==> config.mk <==
export PLATFORM = sky130hd
export DESIGN_NAME = if_id_stage
export DESIGN_NICKNAME = d
export VERILOG_FILES = /design/src/rtl/if_id_stage.sv
export SDC_FILE = /design/constraint.sdc
export NUM_CORES = 1
export LEC_CHECK = 0
export ABC_AREA = 1
export BUFFER_PORTS_ARGS = -buffer_cell sky130_fd_sc_hd__buf_2
export CORE_MARGIN = 1.5
export CORE_UTILIZATION = 52
export DETAILED_ROUTE_END_ITERATION = 8
export GPL_TIMING_DRIVEN = 0
export PLACE_DENSITY = 0.86
export SLEW_MARGIN = 20
export SYNTH_ARGS = -nofsm -noshare
export SYNTH_HDL_FRONTEND = slang
export SYNTH_SLANG_ARGS = --single-unit
export TNS_END_PERCENT = 100
==> constraint.sdc <==
create_clock -name clk -period 6.24 [get_ports clk]
set_clock_uncertainty 0.2 [all_clocks]
set_input_delay 0.312 -clock clk [delete_from_list [all_inputs] [get_ports clk]]
set_output_delay 0.312 -clock clk [all_outputs]
set_load 0.01 [all_outputs]
==> src/rtl/if_id_stage.sv <==
// IF stage PC plus IF/ID pipeline register with stall/flush control.
// Define IF_ID_STALL_COUNT_EN to add the Stall_Count port and counter.
module if_id_stage #(
  parameter logic [63:0] RESET_PC  = 64'h0,
  parameter logic [31:0] NOP_INSTR = 32'h00000013
) (
  input  logic        clk,
  input  logic        reset,
  input  logic        PCWrite,
  input  logic        IF_ID_Write,
  input  logic        Branch_Taken,
  input  logic [63:0] Branch_Target,
  input  logic [31:0] Instr_In,
  output logic [63:0] PC_Out,
  output logic [63:0] IF_ID_PC,
  output logic [31:0] IF_ID_Instr,
`ifdef IF_ID_STALL_COUNT_EN
  output logic        IF_ID_Valid,
  output logic [31:0] Stall_Count
`else
  output logic        IF_ID_Valid
`endif
);

  typedef enum logic [1:0] {
    START,
    RUN,
    STALL,
    FLUSH
  } state_t;

  state_t state;

  logic        stall;
  logic [63:0] pc_next;
  logic [63:0] br_pc;

  assign stall   = !PCWrite || !IF_ID_Write;
  assign pc_next = PC_Out + 64'd4;
  assign br_pc   = {Branch_Target[63:2], 2'b00};

  always_ff @(posedge clk or posedge reset) begin
    if (reset) begin
      state       <= START;
      PC_Out      <= RESET_PC;
      IF_ID_PC    <= '0;
      IF_ID_Instr <= NOP_INSTR;
      IF_ID_Valid <= 1'b0;
    end else if (state == START) begin
      // IF/ID is already a bubble; only a redirect can move the PC
      if (Branch_Taken) begin
        PC_Out <= br_pc;
        state  <= FLUSH;
      end else begin
        state  <= RUN;
      end
    end else if (Branch_Taken) begin
      PC_Out      <= br_pc;
      IF_ID_PC    <= '0;
      IF_ID_Instr <= NOP_INSTR;
      IF_ID_Valid <= 1'b0;
      state       <= FLUSH;
    end else if (stall) begin
      if (PCWrite) begin
        PC_Out <= pc_next;
      end
      if (IF_ID_Write) begin
        IF_ID_PC    <= PC_Out;
        IF_ID_Instr <= Instr_In;
        IF_ID_Valid <= 1'b1;
      end
      state <= STALL;
    end else begin
      PC_Out      <= pc_next;
      IF_ID_PC    <= PC_Out;
      IF_ID_Instr <= Instr_In;
      IF_ID_Valid <= 1'b1;
      state       <= RUN;
    end
  end

`ifdef IF_ID_STALL_COUNT_EN
  logic cnt_inc;

  assign cnt_inc = (state != START) && !Branch_Taken && stall;

  always_ff @(posedge clk or posedge reset) begin
    if (reset) begin
      Stall_Count <= '0;
    end else if (cnt_inc && Stall_Count != 32'hFFFF_FFFF) begin
      Stall_Count <= Stall_Count + 32'd1;
    end
  end
`endif

endmodule

=== After elaboration in Yosys (flattened, before gate mapping) ===
Index checks and enable logic that the tools add are counted.

* Input port bits: 101
* Memories: 0
* Output and inout port bits: 161
* Flip-flop bits (word level): 163
* Bits in latches: 0
* Memory bits (read-only): 0
* Memory bits (writable): 0

* Bitwise operators: 1
* $lt $le $gt $ge: 0
* Multiplexer cells: 18
* Shift-type cells: 0
* Reduce and logical (&&, ||, !) cells: 6
* Equality and inequality tests: 3
* Div/mod/pow operators: 0
* Add/subtract/negate cells: 1
* $mul: 0

{| class="wikitable"
|+ Operators by type and width
! kind !! number
|-
| 64-bit 2-to-1 mux || 8
|-
| 32-bit 2-to-1 mux || 3
|-
| 64-bit by 3-bit adder with 64-bit output, second input constant || 1
|-
| 2-bit 2-to-1 mux || 4
|-
| 3-bit inequality test, second input constant || 2
|-
| 2-bit AND reduction || 2
|-
| 1-bit 2-to-1 mux || 3
|-
| 1-bit logical NOT || 2
|-
| 2-bit logical NOT || 1
|-
| 2-bit inequality test, second input constant || 1
|-
| 1-bit logical OR || 1
|-
| 1-bit inverter || 1
|}

=== Longest topological paths before layout ===
Gate-level depths: netlist (run 1).

* Depth in word-level cells: 5
* Gate-level depth with buffers: 12
* Gate-level depth less buffers: 12

=== Worst setup path before layout (run 1) ===
Ideal clock, no wire load.

* Path type: reg-to-reg
* Start: reg PC_Out[2]
* End: reg PC_Out[54]
* Cell stages (with the launch flop): 11
* Clock period less this slack: 1.874 ns
* Buffers on the path: 0
* Slack: 4.366 ns
* Library setup time: 0.116 ns
* Data arrival time: 1.558 ns
* Cell sequence: dfrtp_1 > ha_1 > nand2_2 > nor2_2 > nand2_2 > nor2_4 > nand2_1 > o21ai_0 > nand3_1 > nand2_1 > nand2_1

* Longest elaborated chain between the ends: 5

{| class="wikitable"
|+ Ends and longest elaborated chain
! what !! RTL line !! text
|-
| start, declared || 14 || <nowiki>output logic [63:0] PC_Out,</nowiki>
|-
| start signal, assigned || 52 || <nowiki>PC_Out <= br_pc;</nowiki>
|-
| start signal, assigned || 58 || <nowiki>PC_Out <= br_pc;</nowiki>
|-
| start signal, assigned || 65 || <nowiki>PC_Out <= pc_next;</nowiki>
|-
| 64-bit by 3-bit adder with 64-bit output (*) || 39 || <nowiki>assign pc_next = PC_Out + 64'd4;</nowiki>
|-
| 64-bit 2-to-1 mux || 64 || <nowiki>if (PCWrite) begin</nowiki>
|-
| 64-bit 2-to-1 mux (*) || 63 || <nowiki>end else if (stall) begin</nowiki>
|-
| 64-bit 2-to-1 mux (*) || 57 || <nowiki>end else if (Branch_Taken) begin</nowiki>
|-
| 64-bit 2-to-1 mux (*) || 49 || <nowiki>end else if (state == START) begin</nowiki>
|}

Every way passes the cells marked *; elsewhere a longest branch is shown, timed or not. The select of a mux whose other input is x is not followed.
A chain may end at the register's enable or synchronous reset.

=== Worst setup path in the final report (run 1) ===
* Start: in IF_ID_Write
* End: reg IF_ID_PC[56]

* Longest elaborated chain between the ends: 4
* Elaborated cells on any way between the ends: 6
* Classes of those cells: eq/ne: 1; mux: 2; reduce/logical: 3

{| class="wikitable"
|+ Ends and longest elaborated chain
! what !! RTL line !! text
|-
| start, declared || 10 || <nowiki>input logic IF_ID_Write,</nowiki>
|-
| 1-bit logical NOT || 38 || <nowiki>assign stall = !PCWrite || !IF_ID_Write;</nowiki>
|-
| 1-bit logical OR || 38 ||
|-
| 3-bit inequality test (no line) / 64-bit 2-to-1 mux (equally long branches) || - ||
|-
| 2-bit AND reduction (no line) / 64-bit 2-to-1 mux (equally long branches) || - ||
|-
| end signal, assigned || 68 || <nowiki>IF_ID_PC <= PC_Out;</nowiki>
|-
| end signal, assigned || 75 || <nowiki>IF_ID_PC <= PC_Out;</nowiki>
|-
| end, declared || 15 || <nowiki>output logic [63:0] IF_ID_PC,</nowiki>
|}

Several ways; a longest one is shown, not always the timed one.

==> results of run 1 <==
## worst paths after layout
path | endpoint | slack (ns) | cells after the start
min reg2reg | IF_ID_PC[6] | 0.28 | 2
min in group asynchronous | IF_ID_PC[32] | 0.30 | 3
min | PC_Out[18] | 0.007 | 3
max | IF_ID_PC[56] | 3.76 | 7
max reg2reg | IF_ID_PC[56] | 3.77 | 7
max in group asynchronous | PC_Out[15] | 4.71 | 4
## logic make-up (layout without fill, tap and decap cells)
logic type	after synthesis	in the layout	synth area share, %
other	1	3	0.0446
adder cells (fa/ha/maj)	1	1	0.149
AND/OR/NAND/NOR	646	646	31.5
flip-flops	160	160	47.7
AO/OA/AOI/OAI	190	190	13.4
buffers and inverters	153	507	7.22
## state kept, by name, summed over array words and instances, names as in the netlist
| register | flops |
|---|---|
| state | 2 |
| IF_ID_Instr | 32 |
| IF_ID_PC | 63 |
| PC_Out | 62 |
| IF_ID_Valid | 1 |
## tightest hold or removal path, stage by stage
cell and delay [ns]:
buf_2 0.10, o21ai_0 0.07, a21oi_1 0.11
## power by group through the flow
stage	sequential, mW	clock, mW	combinational (mW)
3_5_place_dp	1.30	0	0.610
5_1_grt	1.30	1.09	0.729
4_1_cts	1.28	1.04	0.646
2_1_floorplan	1.32	0	0.281
6_report	1.29	1.05	0.668
3_3_place_gp	1.29	0	0.599
## final cells by class
class / instances / area (sq um)
Inverter: 105 / 402
Timing Repair Buffer: 322 / 1950
Clock buffer: 18 / 429
Tap cell: 216 / 270
Antenna cell: 1 / 2.50
Fill cell: 1246 / 4610
Multi-Input combinational cell: 839 / 3790
Clock inverter: 14 / 146
Sequential cell: 160 / 4010
Buffer: 48 / 213
## routing by layer
layer	vias to the layer above	track usage, %	wire, um
li1	4415	-	-
met1	4582	53.5	13500
met2	670	67.2	16300
met3	151	13.2	4160
met4	0	24.6	2100
met5	-	0	0
## per-stage QoR
stage          worst slack [ns]  total power [mW]  instance area, sq um  setup TNS [ns]
6_report                   3.76              3.02                 11200               0
5_1_grt                    3.59              3.12                 11200               0
4_1_cts                    3.92              2.97                 11200               0
3_5_place_dp               3.94              1.91                 10000               0
3_3_place_gp             -0.254              1.89                  9960          -37.49
2_1_floorplan              1.41              1.61                  8410               0
## cell usage in the layout (no fill, tap or decap), types with 3 or more instances in the layout
cell type / synthesis / final
nor2_2: 7 / 7
dlygate4sd3_1: 0 / 64
buf_4: 3 / 3
o22ai_1: 16 / 16
clkbuf_16: 0 / 17
inv_2: 5 / 5
clkbuf_1: 28 / 29
a21oi_1: 32 / 32
nor4_1: 3 / 3
o21ai_1: 27 / 27
a22o_1: 32 / 32
o22a_1: 3 / 3
nand2_2: 8 / 8
clkinvlp_4: 0 / 3
nor2_1: 178 / 178
o21ai_0: 72 / 72
inv_1: 100 / 99
nand4_1: 14 / 14
buf_2: 17 / 274
dfrtp_1: 157 / 157
nand2_1: 353 / 353
nand3_1: 70 / 70
nor2_4: 4 / 4
nor3_1: 5 / 5
a21oi_2: 4 / 4
dfstp_2: 3 / 3
inv_6: 0 / 6
## what timing repair did
action / in CTS / in global routing
hold buffers: 64 / 0
buffers inserted: 0 / 0
hold endpoints to repair: 137 / 0
==> flow_metrics.tcl, run 1 <==
set metrics [dict create \
    status "finished clean" \
    startpoint_type "primary input" \
    rsz0062_at_grt "false" \
    required_ns 6.32 \
    startpoint "IF_ID_Write" \
    worst-endpoint-arrival_ns 2.55 \
    post-route-drc-count 0 \
    post-synth-top-count-cell "nand2_1" \
    ys_ff_latch 160 \
    dieWidth_um 130 \
    syn-cell-area_sq_um 8400 \
    p_int_mw 1.96 \
    wl_um 36100 \
    setup_violations 0 \
    synth_warnings 0 \
    clock_latency_ns 0.43 \
    drive_gt1_share_pct 22.6 \
    cap_violations 0 \
    tritoncts "built" \
    die_y_um 130 \
    pwr-share-clk_pct 34.9 \
    rows 46 \
    grt_overflow 0 \
    p_sw_share_pct 34.9 \
    antenna_found_initial 0 \
    final_cells 1723 \
    leakagePower_nw 5.80 \
    combPwrFrac_pct 22.1 \
    min_period_ns 2.48 \
    slowest_stage "clkbuf_1" \
    htreeDepth 4 \
    nets 1595 \
    finalHoldViolations 0 \
    start_util_pct 53.1 \
    crit_family "buffers and inverters" \
    cpPeakStageDelay_ns 0.59 \
    wl_per_cell_um 20.9 \
    worstSetupEndpointType "register" \
    synth_edf_count 0 \
    yosysUniqueCellTypes 31 \
    dp_cells 1626 \
    async_flop_share_pct 100 \
    cp_max_fo 10 \
    io_pins 262 \
    dieArea_sq_um 16900 \
    grt_pass1_vias 9298 \
    peakVddDrop_mv 0.197 \
    path_clk_slew_ns 0.07 \
    hp-start "Branch_Target[18]" \
    viasPerCell 5.70 \
    synth.area.top_cells "dfrtp_1, nand2_1, nor2_1" \
    portBuffers 257 \
    globalplace.congestion 0.988 \
    drt_iter0_markers 950 \
    seq_area_frac_synth_pct 47.7 \
    cts_buffers 17 \
    cts.sinks 160 \
    ant_nets 0 \
    reg2reg_from "state[0]" \
    core_area_sq_um 15800 \
    ys.flop_type "dfrtp_1" \
    period_share_pct 39.7 \
    seqPwrFrac_pct 42.9 \
    synth_cells 1151 \
    dp_hpwl_um 25400 \
    p_switching_mw 1.05 \
    timing_worst_setup_path_type "primary input to register" \
    whs_ns 0.00709 \
    syn2layout_area_growth_pct 33.5 \
    path_buf_inv 4 \
    grt_max_degree 85 \
    grt_first_pass_wirelength_um 53500 \
    final_util_pct 70.9 \
    yosys.area.top_type "dfrtp_1" \
    synth_top_area_share_pct 46.7 \
    fmax_mhz 404 \
    cts_resized 0 \
    grt_usage_pct 43.2 \
    slew_headroom_pct 43.1 \
    synthTopCellsByCount "nand2_1, nor2_1, dfrtp_1" \
    clockBufferDepth 2 \
    slew_violations 0 \
    vias 9818 \
    crit_chain "dlygate4sd3_1 -> buf_2 -> o21ai_1 -> nor2_2 -> inv_2 -> clkbuf_1 -> o21ai_0" \
    avgSynthCellArea_sq_um 7.30 \
    power_density_nw_per_um2 269 \
    worst_pin_slew_ns 0.854 \
    min_path_type "primary input to register" \
    dr.pass1.iters 8 \
    ctsRootBufferMaster "clkbuf_16" \
]
(Power assumes the default switching activity.)
==> run 2, diff against run 1 <==
Settings changed: ABC_AREA 1 to 0, CORE_UTILIZATION 52 to 45, PLACE_DENSITY 0.86 to 0.81.
Clock period 6.24 ns to 2.1 ns, I/O delays scaled along.
==> flow_metrics.tcl, run 2 <==
set metrics [dict create \
    status "finished with violations" \
    failed_checks "setup timing" \
    setup_slack_ns -0.301 \
    timing_worst_setup_path_type "register to register" \
    core_area_sq_um 16000 \
    grt_max_degree 33 \
    path_clk_slew_ns 0.07 \
    largest_reg_flops 63 \
    synth.area.top_cells "dfrtp_1, a22o_1, nand2_1" \
    grt_usage_pct 34.5 \
    synth_edf_count 0 \
    tritoncts "built" \
    leakagePower_nw 5.78 \
    seq_area_frac_synth_pct 53.8 \
    synth_warnings 0 \
    vias 8822 \
    setup_violations 98 \
    grt_pass1_vias 8455 \
    cts_buffers 17 \
    start_util_pct 46.5 \
    final_util_pct 75.9 \
    antenna_found_initial 1 \
    viasPerCell 6.20 \
    top_regs "IF_ID_PC: 63 flops, PC_Out: 62 flops, IF_ID_Instr: 32 flops" \
    die_y_um 132 \
    drt_iter0_markers 1242 \
    peakVddDrop_mv 0.631 \
    io_pins 262 \
    fmax_mhz 417 \
    crit_chain "buf_6 -> nand4_4 -> buf_12 -> nor4_4 -> buf_4 -> buf_6 -> nand4_1 -> buf_6 -> or4_4 -> nand3_2" \
    final_common_cell "buf_2" \
    slew_headroom_pct 41.5 \
    startpoint "PC_Out[5]" \
    r2r_cells 10 \
    cts.sinks 160 \
    syn-cell-area_sq_um 7450 \
    dp_hpwl_um 18400 \
    largest-register "IF_ID_PC" \
    min_path_type "primary input to async pin" \
    power_density_nw_per_um2 702 \
    async_flop_share_pct 100 \
    clockBufferDepth 2 \
    slew_violations 0 \
    post-route-drc-count 0 \
    min_period_ns 2.40 \
    wl_um 31800 \
    slowest_stage "or4_4" \
    ys_ff_latch 160 \
    ctsRootBufferMaster "clkbuf_16" \
    portBuffers 257 \
    synthTopCellsByCount "dfrtp_1, a22o_1, nand2_1" \
    nets 1294 \
    crit_top_cell "buf_6" \
    ys.flop_type "dfrtp_1" \
    syn2layout_area_growth_pct 63.1 \
    required_ns 2.27 \
    period_share_pct 114 \
    wl_per_cell_um 22.4 \
    crit_family "simple AND/OR/NAND/NOR gates" \
    path_buf_inv 5 \
    dr.pass1.iters 7 \
    rows 46 \
    rsz0062_at_grt "true" \
    drive_gt1_share_pct 43.2 \
    globalplace.congestion 0.914 \
    yosysUniqueCellTypes 59 \
    yosys.area.top_type "dfrtp_1" \
    cpPeakStageDelay_ns 0.41 \
    ant_nets 0 \
    htreeDepth 4 \
    grt_overflow 0 \
    timing.rr.end "PC_Out[44]" \
    fillers 1005 \
    reg2reg_from "PC_Out[5]" \
    clock_latency_ns 0.44 \
    worstSetupEndpointType "register" \
    synth_top_area_share_pct 52.8 \
    dieWidth_um 132 \
    avgSynthCellArea_sq_um 10.3 \
    worst-endpoint-arrival_ns 2.57 \
    post-synth-top-count-cell "dfrtp_1" \
    cap_violations 0 \
    synth_cells 725 \
    worst_pin_slew_ns 0.877 \
    finalHoldViolations 0 \
    grt_first_pass_wirelength_um 46900 \
    r2r_setup_slack_ns -0.30 \
    power_mw 8.52 \
    final_cell_mix "buf_2, dfrtp_1, dlygate4sd3_1" \
    cp_max_fo 5 \
    dieArea_sq_um 17300 \
    startpoint_type "register" \
]
-- run 2: worst min-delay path: cells and delay by family --
kind	cells	cell delay [ns]
buf+inv	3	0.95
-- run 2: where the power goes --
part	internal, mW	switching [mW]	total (mW)	leakage (nW)
clock	1.88	1.38	3.27	0.284
sequential	3.34	0.312	3.65	1.99
combinational	0.731	0.874	1.61	3.51
-- run 2: worst max path at each step --
stage,depth (start not counted),slack (ns),to
6_report,10,-0.30,PC_Out[44]
5_1_grt,9,-0.38,PC_Out[58]
4_1_cts,7,-0.27,PC_Out[63]
3_5_place_dp,5,-0.86,PC_Out[49]
3_3_place_gp,2,-1.49,PC_Out[31]
2_1_floorplan,1,-0.40,PC_Out[10]
-- run 2: stage by stage --
| stage | instances | instance area (sq um) | TNS (ns) | hold WS, ns | worst slack, ns |
|---|---|---|---|---|---|
| 5_1_grt | 1422 | 12100 | -11.93 | 0.0285 | -0.382 |
| 4_1_cts | 1379 | 11600 | -4.51 | 0.00250 | -0.273 |
| 2_1_floorplan | 726 | 7670 | -41.67 | 0.0249 | -0.405 |
| 6_report | 1422 | 12100 | -9.79 | 0.0152 | -0.301 |
| 3_5_place_dp | 1204 | 9330 | -63.52 | -0.0876 | -0.860 |
| 3_3_place_gp | 1199 | 9230 | -256.29 | 0.113 | -1.49 |
-- run 2: area by class of cell --
cell class / count / area (sq um) / share of cell area, %
inverters: 10 / 41.3 / 0.340
clock buffers: 17 / 425 / 3.50
diodes: 1 / 2.50 / 0.0206
well taps: 216 / 270 / 2.23
multi-input cells: 510 / 3740 / 30.8
repair buffers: 452 / 3210 / 26.4
clock inverters: 15 / 184 / 1.51
plain buffers: 41 / 221 / 1.82
flip-flops and latches: 160 / 4050 / 33.3
-- run 2: kinds of logic after synthesis --
family | share of synthesized area [%]
buffers and inverters | 3.01
AOI/OAI and AO/OA | 18.0
xor gates and xnor gates | 3.53
and+or+nand+nor | 20.8
muxes | 0.555
other | 0.0504
adders and majority gates | 0.168
DFF | 53.8
-- run 2: what timing repair did --
item / 4_1_cts / 5_1_grt
pin swaps: 23 / 43
hold buffers: 99 / 0
resized for setup: 81 / 93
endpoints found under the setup margin: 154 / 104
setup buffers: 48 / 45
endpoints found under the hold margin: 172 / 0
-- run 2: layer usage --
metal	share of wire, %	track usage (%)	vias up
li1	-	-	3661
met2	47	55.8	761
met1	36	42.9	4149
met4	6.3	17.5	0
met5	0	0	-
met3	11	8.87	251
